$ cat src/rtl/uart_rx.sv
// rtl/uart_rx.sv - oversampled UART receiver with 3-sample majority vote per bit
// Frame: idle high, start 0, DATA_WIDTH bits LSB first, optional parity, one stop bit.
module uart_rx #(
    parameter int DATA_WIDTH = 8
) (
    input  logic                  clk,
    input  logic                  rst,
    input  logic                  RX_IN,
    input  logic                  PAR_EN,
    input  logic                  PAR_TYP,
    input  logic [5:0]            Prescale,
    output logic [DATA_WIDTH-1:0] P_DATA,
    output logic                  data_valid,
    output logic                  Par_err,
    output logic                  Stp_err
);

    localparam int BCW = (DATA_WIDTH > 1) ? $clog2(DATA_WIDTH) : 1;
    localparam logic [BCW-1:0] BIT_LAST = BCW'(DATA_WIDTH - 1);

    typedef enum logic [2:0] {
        S_IDLE,
        S_START,
        S_DATA,
        S_PARITY,
        S_STOP
    } state_e;

    state_e                state_q, state_d;
    logic                  sync1_q, sync2_q;
    logic [5:0]            edge_cnt_q, edge_cnt_d;
    logic [BCW-1:0]        bit_cnt_q, bit_cnt_d;
    logic [5:0]            presc_q, presc_d;
    logic                  par_en_q, par_en_d;
    logic                  par_typ_q, par_typ_d;
    logic [2:0]            samp_q, samp_d;
    logic [DATA_WIDTH-1:0] shift_q, shift_d;
    logic [DATA_WIDTH-1:0] p_data_q, p_data_d;
    logic                  dv_q, dv_d;
    logic                  par_err_q, par_err_d;
    logic                  stp_err_q, stp_err_d;

    logic                  rx_s;
    logic [5:0]            half, half_m1, half_p1, bit_last_edge;
    logic                  bit_end;
    logic                  maj_stored;
    logic                  maj_now;
    logic                  stop_bad;

    assign rx_s          = sync2_q;
    assign half          = presc_q >> 1;
    assign half_m1       = half - 6'd1;
    assign half_p1       = half + 6'd1;
    assign bit_last_edge = presc_q - 6'd1;
    assign bit_end       = (edge_cnt_q == bit_last_edge);

    assign maj_stored = (samp_q[0] & samp_q[1]) | (samp_q[0] & samp_q[2]) | (samp_q[1] & samp_q[2]);
    // The stop decision is taken on the third sample itself, so the live line stands in for samp_q[2].
    assign maj_now    = (samp_q[0] & samp_q[1]) | (samp_q[0] & rx_s) | (samp_q[1] & rx_s);
    assign stop_bad   = ~maj_now;

    always_ff @(posedge clk or posedge rst) begin
        if (rst) begin
            sync1_q <= 1'b1;
            sync2_q <= 1'b1;
        end else begin
            sync1_q <= RX_IN;
            sync2_q <= sync1_q;
        end
    end

    always_ff @(posedge clk or posedge rst) begin
        if (rst) begin
            state_q    <= S_IDLE;
            edge_cnt_q <= '0;
            bit_cnt_q  <= '0;
            presc_q    <= 6'd8;
            par_en_q   <= 1'b0;
            par_typ_q  <= 1'b0;
            samp_q     <= '0;
            shift_q    <= '0;
            p_data_q   <= '0;
            dv_q       <= 1'b0;
            par_err_q  <= 1'b0;
            stp_err_q  <= 1'b0;
        end else begin
            state_q    <= state_d;
            edge_cnt_q <= edge_cnt_d;
            bit_cnt_q  <= bit_cnt_d;
            presc_q    <= presc_d;
            par_en_q   <= par_en_d;
            par_typ_q  <= par_typ_d;
            samp_q     <= samp_d;
            shift_q    <= shift_d;
            p_data_q   <= p_data_d;
            dv_q       <= dv_d;
            par_err_q  <= par_err_d;
            stp_err_q  <= stp_err_d;
        end
    end

    always_comb begin
        state_d    = state_q;
        edge_cnt_d = edge_cnt_q;
        bit_cnt_d  = bit_cnt_q;
        presc_d    = presc_q;
        par_en_d   = par_en_q;
        par_typ_d  = par_typ_q;
        samp_d     = samp_q;
        shift_d    = shift_q;
        p_data_d   = p_data_q;
        dv_d       = 1'b0;
        par_err_d  = par_err_q;
        stp_err_d  = stp_err_q;

        if (state_q != S_IDLE) begin
            edge_cnt_d = edge_cnt_q + 6'd1;
            if (edge_cnt_q == half_m1) samp_d[0] = rx_s;
            if (edge_cnt_q == half)    samp_d[1] = rx_s;
            if (edge_cnt_q == half_p1) samp_d[2] = rx_s;
        end

        case (state_q)
            S_IDLE: begin
                if (!rx_s) begin
                    state_d    = S_START;
                    edge_cnt_d = '0;
                    par_err_d  = 1'b0;
                    stp_err_d  = 1'b0;
                    presc_d    = (Prescale < 6'd6) ? 6'd8 : Prescale;
                    par_en_d   = PAR_EN;
                    par_typ_d  = PAR_TYP;
                end
            end
            S_START: begin
                if (bit_end) begin
                    edge_cnt_d = '0;
                    if (maj_stored) begin
                        state_d = S_IDLE;
                    end else begin
                        state_d   = S_DATA;
                        bit_cnt_d = '0;
                    end
                end
            end
            S_DATA: begin
                if (bit_end) begin
                    edge_cnt_d = '0;
                    shift_d    = {maj_stored, shift_q[DATA_WIDTH-1:1]};
                    if (bit_cnt_q == BIT_LAST) begin
                        state_d = par_en_q ? S_PARITY : S_STOP;
                    end else begin
                        bit_cnt_d = bit_cnt_q + 1'b1;
                    end
                end
            end
            S_PARITY: begin
                if (bit_end) begin
                    edge_cnt_d = '0;
                    par_err_d  = maj_stored ^ (^shift_q) ^ par_typ_q;
                    state_d    = S_STOP;
                end
            end
            S_STOP: begin
                // Leave half a bit early so a back-to-back start edge is not missed.
                if (edge_cnt_q == half_p1) begin
                    state_d    = S_IDLE;
                    edge_cnt_d = '0;
                    stp_err_d  = stop_bad;
                    if (!stop_bad && !par_err_q) begin
                        p_data_d = shift_q;
                        dv_d     = 1'b1;
                    end
                end
            end
            default: begin
                state_d    = S_IDLE;
                edge_cnt_d = '0;
            end
        endcase
    end

    assign P_DATA     = p_data_q;
    assign data_valid = dv_q;
    assign Par_err    = par_err_q;
    assign Stp_err    = stp_err_q;

endmodule

$ cat config.mk
export PLATFORM = sky130hd
export DESIGN_NAME = uart_rx
export DESIGN_NICKNAME = d
export VERILOG_FILES = /design/src/rtl/uart_rx.sv
export SDC_FILE = /design/constraint.sdc
export NUM_CORES = 1
export LEC_CHECK = 0
export ABC_AREA = 1
export BUFFER_PORTS_ARGS = -buffer_cell sky130_fd_sc_hd__buf_2
export CORE_MARGIN = 1.5
export CORE_UTILIZATION = 30
export DETAILED_ROUTE_END_ITERATION = 6
export PLACE_DENSITY_LB_ADDON = 0.3
export REMOVE_ABC_BUFFERS = 1
export SLEW_MARGIN = 40
export SYNTH_ARGS = -nofsm -noshare
export SYNTH_HDL_FRONTEND = slang
export SYNTH_SLANG_ARGS = --single-unit
$ cat constraint.sdc
create_clock -name clk -period 1.8 [get_ports clk]
set_input_delay 0.27 -clock clk [delete_from_list [all_inputs] [get_ports clk]]
set_output_delay 0.27 -clock clk [all_outputs]
set_load 0.01 [all_outputs]
==> impl_results.md, run 1 <==
- Status: finished with violations
- Failing checks: setup timing
- Avg Inst Size Synth: 7.72 um^2
- Fin crit share: 103%
- Port Buffers: 21
- CP required: 2.00 ns
- GRT Overall Usage: 13.7%
- Vias/cell: 4.67
- Fmax: 0.537 GHz
- Worst Skew: 0.0103 ns
- Vias in the first global route: 2272
- Initial antenna violation count: 0
- First-pass GRT wire length: 10600 um
- CP cell instances: inv_4 > ha_4 > inv_1 > nand2_1 > nand2_1 > nor2_2 > nand3_2 > nor2_4 > nand2_4 > buf_12 > nor2_8 > nand2_1 > o21a_1
- Post-route DRC violation count: 0
- R2r startpoint: presc_q[1]
- # H-tree levels: 2
- Clock root buffer: clkbuf_8
- Clock power frac: 15.7%
- Drt pass-1 iters: 4
- TNS Setup: -0.672 ns
- Final Net Count: 417
- Area Growth Syn to Fin: 29.6%
- Crit path arrival time: 2.06 ns
- DIE WIDTH: 96.8 um
- Unrepaired setup endpoints after global routing: true
- I/O pins: 22
- Reg power frac: 28.5%
- Fraction of layout cells with a size suffix above 1: 33.8%
- Worst Path Buf+Inv: 3
- Post-route ant nets: 0
- Die area: 0.00937 mm^2
- Hold_sp: RX_IN
- WL final: 6260 um
- Fin. Hold Viols: 0
- Worst hold margin: 0.0580 ns
- Worst VDD drop: 0.447 mV
- Die Y-Extent: 96.8 um
- Worst slew pin tran: 0.603 ns
- Slew margin rel.: 59.5%
- Wire per inst: 12.3 um
- Critical path capture point type: flip-flop
- CTS tree: built
- Dpl cells: 492
- Initial core utilization: 30.6%
- Cell-internal power: 2800 uW
- Crit-path leading delay family: simple AND/OR/NAND/NOR gates
- Crit. Startpoint: presc_q[1]
- Fin cells: 508
- HPWL after DPL: 4600 um
- Fin worst setup slack: -0.0606 ns
- Largest net degree at the start of global routing: 24
- P_leak: 0.00168 uW
- Most frequent cells in the layout: nand2_1 (98), dfrtp_1 (41), inv_1 (31)
- Final worst path period need: 1.86 ns
- Diode count: 0
- Hold Crit Class: in -> reg
- Psw: 2240 uW
- Core ar.: 0.00864 mm^2
- Synth Instances: 342
- Yosys warns: 0
- Cell variety after synth: 35
- Critical-path top delay cell: dfrtp_1
- Mapped Area: 0.00264 mm^2
- Worst-Skew Late Latency: 0.30 ns
- Vias: 2371
- Switching share of total power: 44.5%
- Global route overflow: 0
- FP Rows: 34
- GPL Wtd Cong: 0.830
- Max incr delay on CP: 0.40 ns
- CTS max path bufs: 2
- P per Cell Area: 1470 mW/mm^2
- Synthesized flop and latch total: 44
- Seq/Total Area, Yosys: 41.8%
- Slew Limit Fails: 0
- 1st-iter DRT viols: 109
- Crit Path Category: reg -> reg
- Max Cap Viol: 0
- Clk slew on worst S/H paths: 0.09 ns
- Final setup viols: 21
- CP Max Fanout: 5
- Combinational share of power: 55.8%
- Clock Sinks: 44
- Total power: 5040 uW
- Crit path launch type: flip-flop
- Most common cell after layout, fill and taps aside: nand2_1
- CTS Buf Count: 5
- CP dominant cell by count: nand2_1
-- synth_stat cells, drive strengths merged --
master  count  share of area (%)
nand2     124                 19
inv        45                6.5
dfrtp      41                 39
o21ai      37                8.3
nand3      22                4.4
nor2       18                3.7
nand4       9                2.7
xnor2       8                2.9
ha          7                3.3
xor2        7                2.3
nor3        6                1.1
buf         3                1.3
dfstp       3                3.0
a21oi       2               0.52
a31oi       2               0.47
nand3b      2               0.57
or2         2               0.47
a22oi       1               0.28
clkbuf      1               0.14
nor4        1               0.24
o21a        1               0.28
-- power by group through the flow --
stage	Combinational [uW]	Clock [uW]	Sequential, uW
detailed placement	2310	0	1440
CTS	2530	820	1430
floorplan	1560	0	1410
global placement	2270	0	1440
finish	2810	793	1440
global route	3160	855	1470
-- worst register-to-register path, delay by kind of cell, from the launching register on --
| family | cells | cell delay (ns) |
|---|---|---|
| compound gates | 1 | 0.10 |
| buf+inv | 3 | 0.27 |
| fa+ha+maj | 1 | 0.27 |
| flops | 1 | 0.40 |
| simple gates | 8 | 0.72 |
-- metal layers --
layer / share of wire [%] / global-route usage, % / routed length [um] / vias to the layer above
li1: - / - / - / 1210
met1: 49 / 19.4 / 3070 / 1104
met3: 4.6 / 3.54 / 290 / 2
met2: 46 / 20.6 / 2860 / 55
met4: 0.67 / 3.57 / 42 / 0
met5: 0 / 0 / 0 / -
-- final timing paths --
path                              end  slack, ns  cells after the start
min in group asynchronous  presc_q[5]       0.53                      3
min                           sync1_q       0.06                      1
min reg2reg                      rx_s       0.37                      0
max reg2reg                shift_q[7]      -0.06                     13
max                        shift_q[7]      -0.06                     13
max in group asynchronous  presc_q[3]       0.68                      4
-- metrics by stage --
| step | utilization (%) | setup WS (ns) | area (um^2) |
|---|---|---|---|
| after floorplan | - | -0.0436 | 2600 |
| after global placement | 35.2 | -0.101 | 3040 |
| after detailed placement | 35.2 | -0.189 | 3040 |
| after CTS | 37.8 | -0.0727 | 3260 |
| after global routing | 39.6 | -0.205 | 3420 |
| final | 39.6 | -0.0606 | 3420 |
-- kinds of logic (layout without fill, tap and decap cells) --
| family | after synthesis | in the layout | synth area share [%] |
|---|---|---|---|
| adder cells (fa/ha/maj) | 7 | 7 | 3.32 |
| buffers and inverters | 49 | 104 | 7.91 |
| AND/OR/NAND/NOR | 184 | 187 | 31.8 |
| XOR/XNOR | 15 | 15 | 5.26 |
| AO/OA/AOI/OAI | 43 | 43 | 9.86 |
| flip-flops | 44 | 44 | 41.8 |
-- state kept, by name, indices dropped and copies added (netlist names) --
register	flops
P_DATA	8
Par_err	1
Stp_err	1
bit_cnt_q	3
data_valid	1
edge_cnt_q	6
par_en_q	1
par_typ_q	1
presc_q	6
rx_s	1
samp_q	3
shift_q	8
state_q	3
sync1_q	1
-- area by class of cell --
cell class	count	area, um^2
repair buffers	51	377
multi-input cells	252	1510
well taps	108	135
clock inverters	3	46.3
fillers	874	5210
clock buffers	5	68.8
inverters	45	176
flip-flops and latches	44	1100
-- timing repair --
action | 4_1_cts | 5_1_grt
hold buffers | 1 | 0
buffers inserted | 3 | 2
gates cloned | 1 | 2
endpoints found under the setup margin | 30 | 35
resized for setup | 17 | 38
endpoints found under the hold margin | 10 | 0
pin swaps | 3 | 11
Power figures use the tool's default switching activity.
==> run 2, diff against run 1 <==
- SETUP_SLACK_MARGIN: not set -> 0.3
==> impl_results.md, run 2 (same netlist as run 1, synthesis figures left out) <==
- Status: finished with violations
- Failing checks: setup timing
- Vias/cell: 4.62 (-1.0%)
- Clk slew on worst S/H paths: 0.10 ns (about the same)
- P per Cell Area: 1480 mW/mm^2 (+0.72%)
- Psw: 2300 uW (+2.3%)
- Die area: 0.00937 mm^2 (unchanged)
- DIE WIDTH: 96.8 um (unchanged)
- GR Layer Usage met2: 20.6% (unchanged)
- Crit path launch type: flip-flop
- Most frequent cells in the layout: nand2_1 (95), dfrtp_1 (41), buf_4 (31)
- Met1 GRT Util: 19.5% (+0.14 points)
- Cell-internal power: 2870 uW (+2.4%)
- Post-route ant nets: 0 (unchanged)
- Initial antenna violation count: 0 (unchanged)
- TNS Setup: -1.37 ns (-0.703 ns)
- Final Net Count: 423 (+1.4%)
- Fin worst setup slack: -0.0960 ns (-0.0354 ns)
- P_leak: 0.00171 uW (+2.1%)
- Met3 Usage GRT: 3.61% (+0.072 points)
- Slew margin rel.: 60.0% (+0.47 points)
- Port Buffers: 21 (unchanged)
- CP dominant cell by count: nand2_1
- Drt pass-1 iters: 4 (unchanged)
- Slew Limit Fails: 0 (unchanged)
- Combinational share of power: 56.5% (+0.7 points)
- Critical path capture point type: flip-flop
- Vias: 2374 (+0.13%)
- Worst VDD drop: 0.450 mV (+0.63%)
- GPL Wtd Cong: 0.830 (unchanged)
- Diode count: 0 (unchanged)
- Global route overflow: 0 (unchanged)
- R2r setup slk: -0.1 ns (-0.04 ns)
- Largest net degree at the start of global routing: 24 (unchanged)
- Worst slew pin tran: 0.596 ns (-0.00705 ns)
- Wire per inst: 12.4 um (+0.71%)
- Post-route DRC violation count: 0 (unchanged)
- # H-tree levels: 2 (unchanged)
- Most common cell after layout, fill and taps aside: nand2_1
- I/O pins: 22 (unchanged)
- Post-route cell area: 0.00348 mm^2 (+1.6%)
- Max Cap Viol: 0 (unchanged)
- Core ar.: 0.00864 mm^2 (unchanged)
- Area Growth Syn to Fin: 31.7%
- Final worst path period need: 1.90 ns (+0.0354 ns)
- CTS max path bufs: 2 (unchanged)
- Fmax: 0.527 GHz (-1.9%)
- Clock power frac: 15.6% (about the same)
- FP Rows: 34 (unchanged)
- Clock Sinks: 44 (unchanged)
- Clock root buffer: clkbuf_8
- GRT Overall Usage: 13.8% (+0.11 points)
- Switching share of total power: 44.5% (about the same)
- Worst Skew: 0.0150 ns (+0.00473 ns)
- Hold Crit Class: in -> reg
- Reg power frac: 27.9% (-0.6 points)
- Fraction of layout cells with a size suffix above 1: 36.2% (+2.5 points)
- 1st-iter DRT viols: 131 (+20%)
- Die Y-Extent: 96.8 um (unchanged)
- WL final: 6370 um (+1.9%)
- HPWL after DPL: 4600 um (unchanged)
- Worst-Skew Late Latency: 0.31 ns (about the same)
- Fill cell count: 874 (unchanged)
- First-pass GRT wire length: 10700 um (+1.0%)
- Worst Path Buf+Inv: 3 (unchanged)
- Critical-path top delay cell: dfrtp_1
- CTS tree: built
- Max incr delay on CP: 0.40 ns (about the same)
- CTS Buf Count: 5 (unchanged)
- Vias in the first global route: 2285 (+0.57%)
- GRT busiest layer: met2
- Crit Path Category: reg -> reg
- CP cell instances: inv_4 > ha_4 > inv_2 > nand2_1 > nand2_1 > nor2_2 > nand3_2 > nor2_4 > nand2_4 > buf_12 > nor2_8 > nand2_1 > o21a_1
- Crit-path leading delay family: simple AND/OR/NAND/NOR gates
- Final setup viols: 25 (+19%)
- CP required: 2.00 ns (about the same)
- DP Area: 0.00304 mm^2 (unchanged)
- Fin crit share: 105% (+2.0 points)
- Crit path arrival time: 2.10 ns (+0.04 ns)
- Fin. Hold Viols: 0 (unchanged)
- Unrepaired setup endpoints after global routing: true
- CP Max Fanout: 5 (unchanged)
- Initial core utilization: 30.6% (unchanged)
-- run 2: stage by stage --
stage	hold WS (ns)	instances	util (%)	worst slack, ns	total power, uW
2_1_floorplan	0.274	338	-	-0.0436	2970
3_3_place_gp	0.327	492	35.2	-0.101	3710
3_5_place_dp	0.329	492	35.2	-0.189	3750
4_1_cts	0.0466	509	38.8	-0.0727	4910
5_1_grt	0.0361	514	40.3	-0.212	5570
6_report	0.0519	514	40.3	-0.0960	5160
-- run 2: path summary, 6_finish.rpt --
path                                 start         end  cells after the start
worst max-delay path            presc_q[1]  shift_q[7]                     13
worst min-delay path                 RX_IN     sync1_q                      1
worst max register to register  presc_q[1]  shift_q[7]                     13
worst min register to register     sync1_q        rx_s                      0
max in group asynchronous              rst  presc_q[3]                      4
min in group asynchronous              rst  presc_q[5]                      3
-- run 2: timing repair --
item,CTS,global route
hold endpoints to repair,10,0
gates cloned,1,2
pin swaps,5,20
resized for setup,34,27
endpoints found under the setup margin,40,40
setup buffers,7,3
hold buffers,1,0
-- run 2: per-layer routing --
metal  share of wire [%]  wire [um]
met5                   0          0
met4                 1.3         86
met3                 4.0        258
met2                  45       2880
met1                  49       3150
-- run 2: power by group through the flow --
stage               Sequential [uW]  Clock [uW]  Combinational, uW
global route                   1470         855               3250
finish                         1440         806               2910
detailed placement             1440           0               2310
global placement               1440           0               2270
floorplan                      1410           0               1560
CTS                            1430         820               2660
-- run 2: layout make-up --
class | count | area, um^2 | share of cell area [%]
clock buffer | 5 | 68.8 | 1.98
tap | 108 | 135 | 3.89
timing repair buffer | 57 | 410 | 11.8
inverter | 45 | 174 | 5.00
multi-input combinational | 252 | 1540 | 44.2
sequential | 44 | 1100 | 31.8
clock inverter | 3 | 46.3 | 1.33
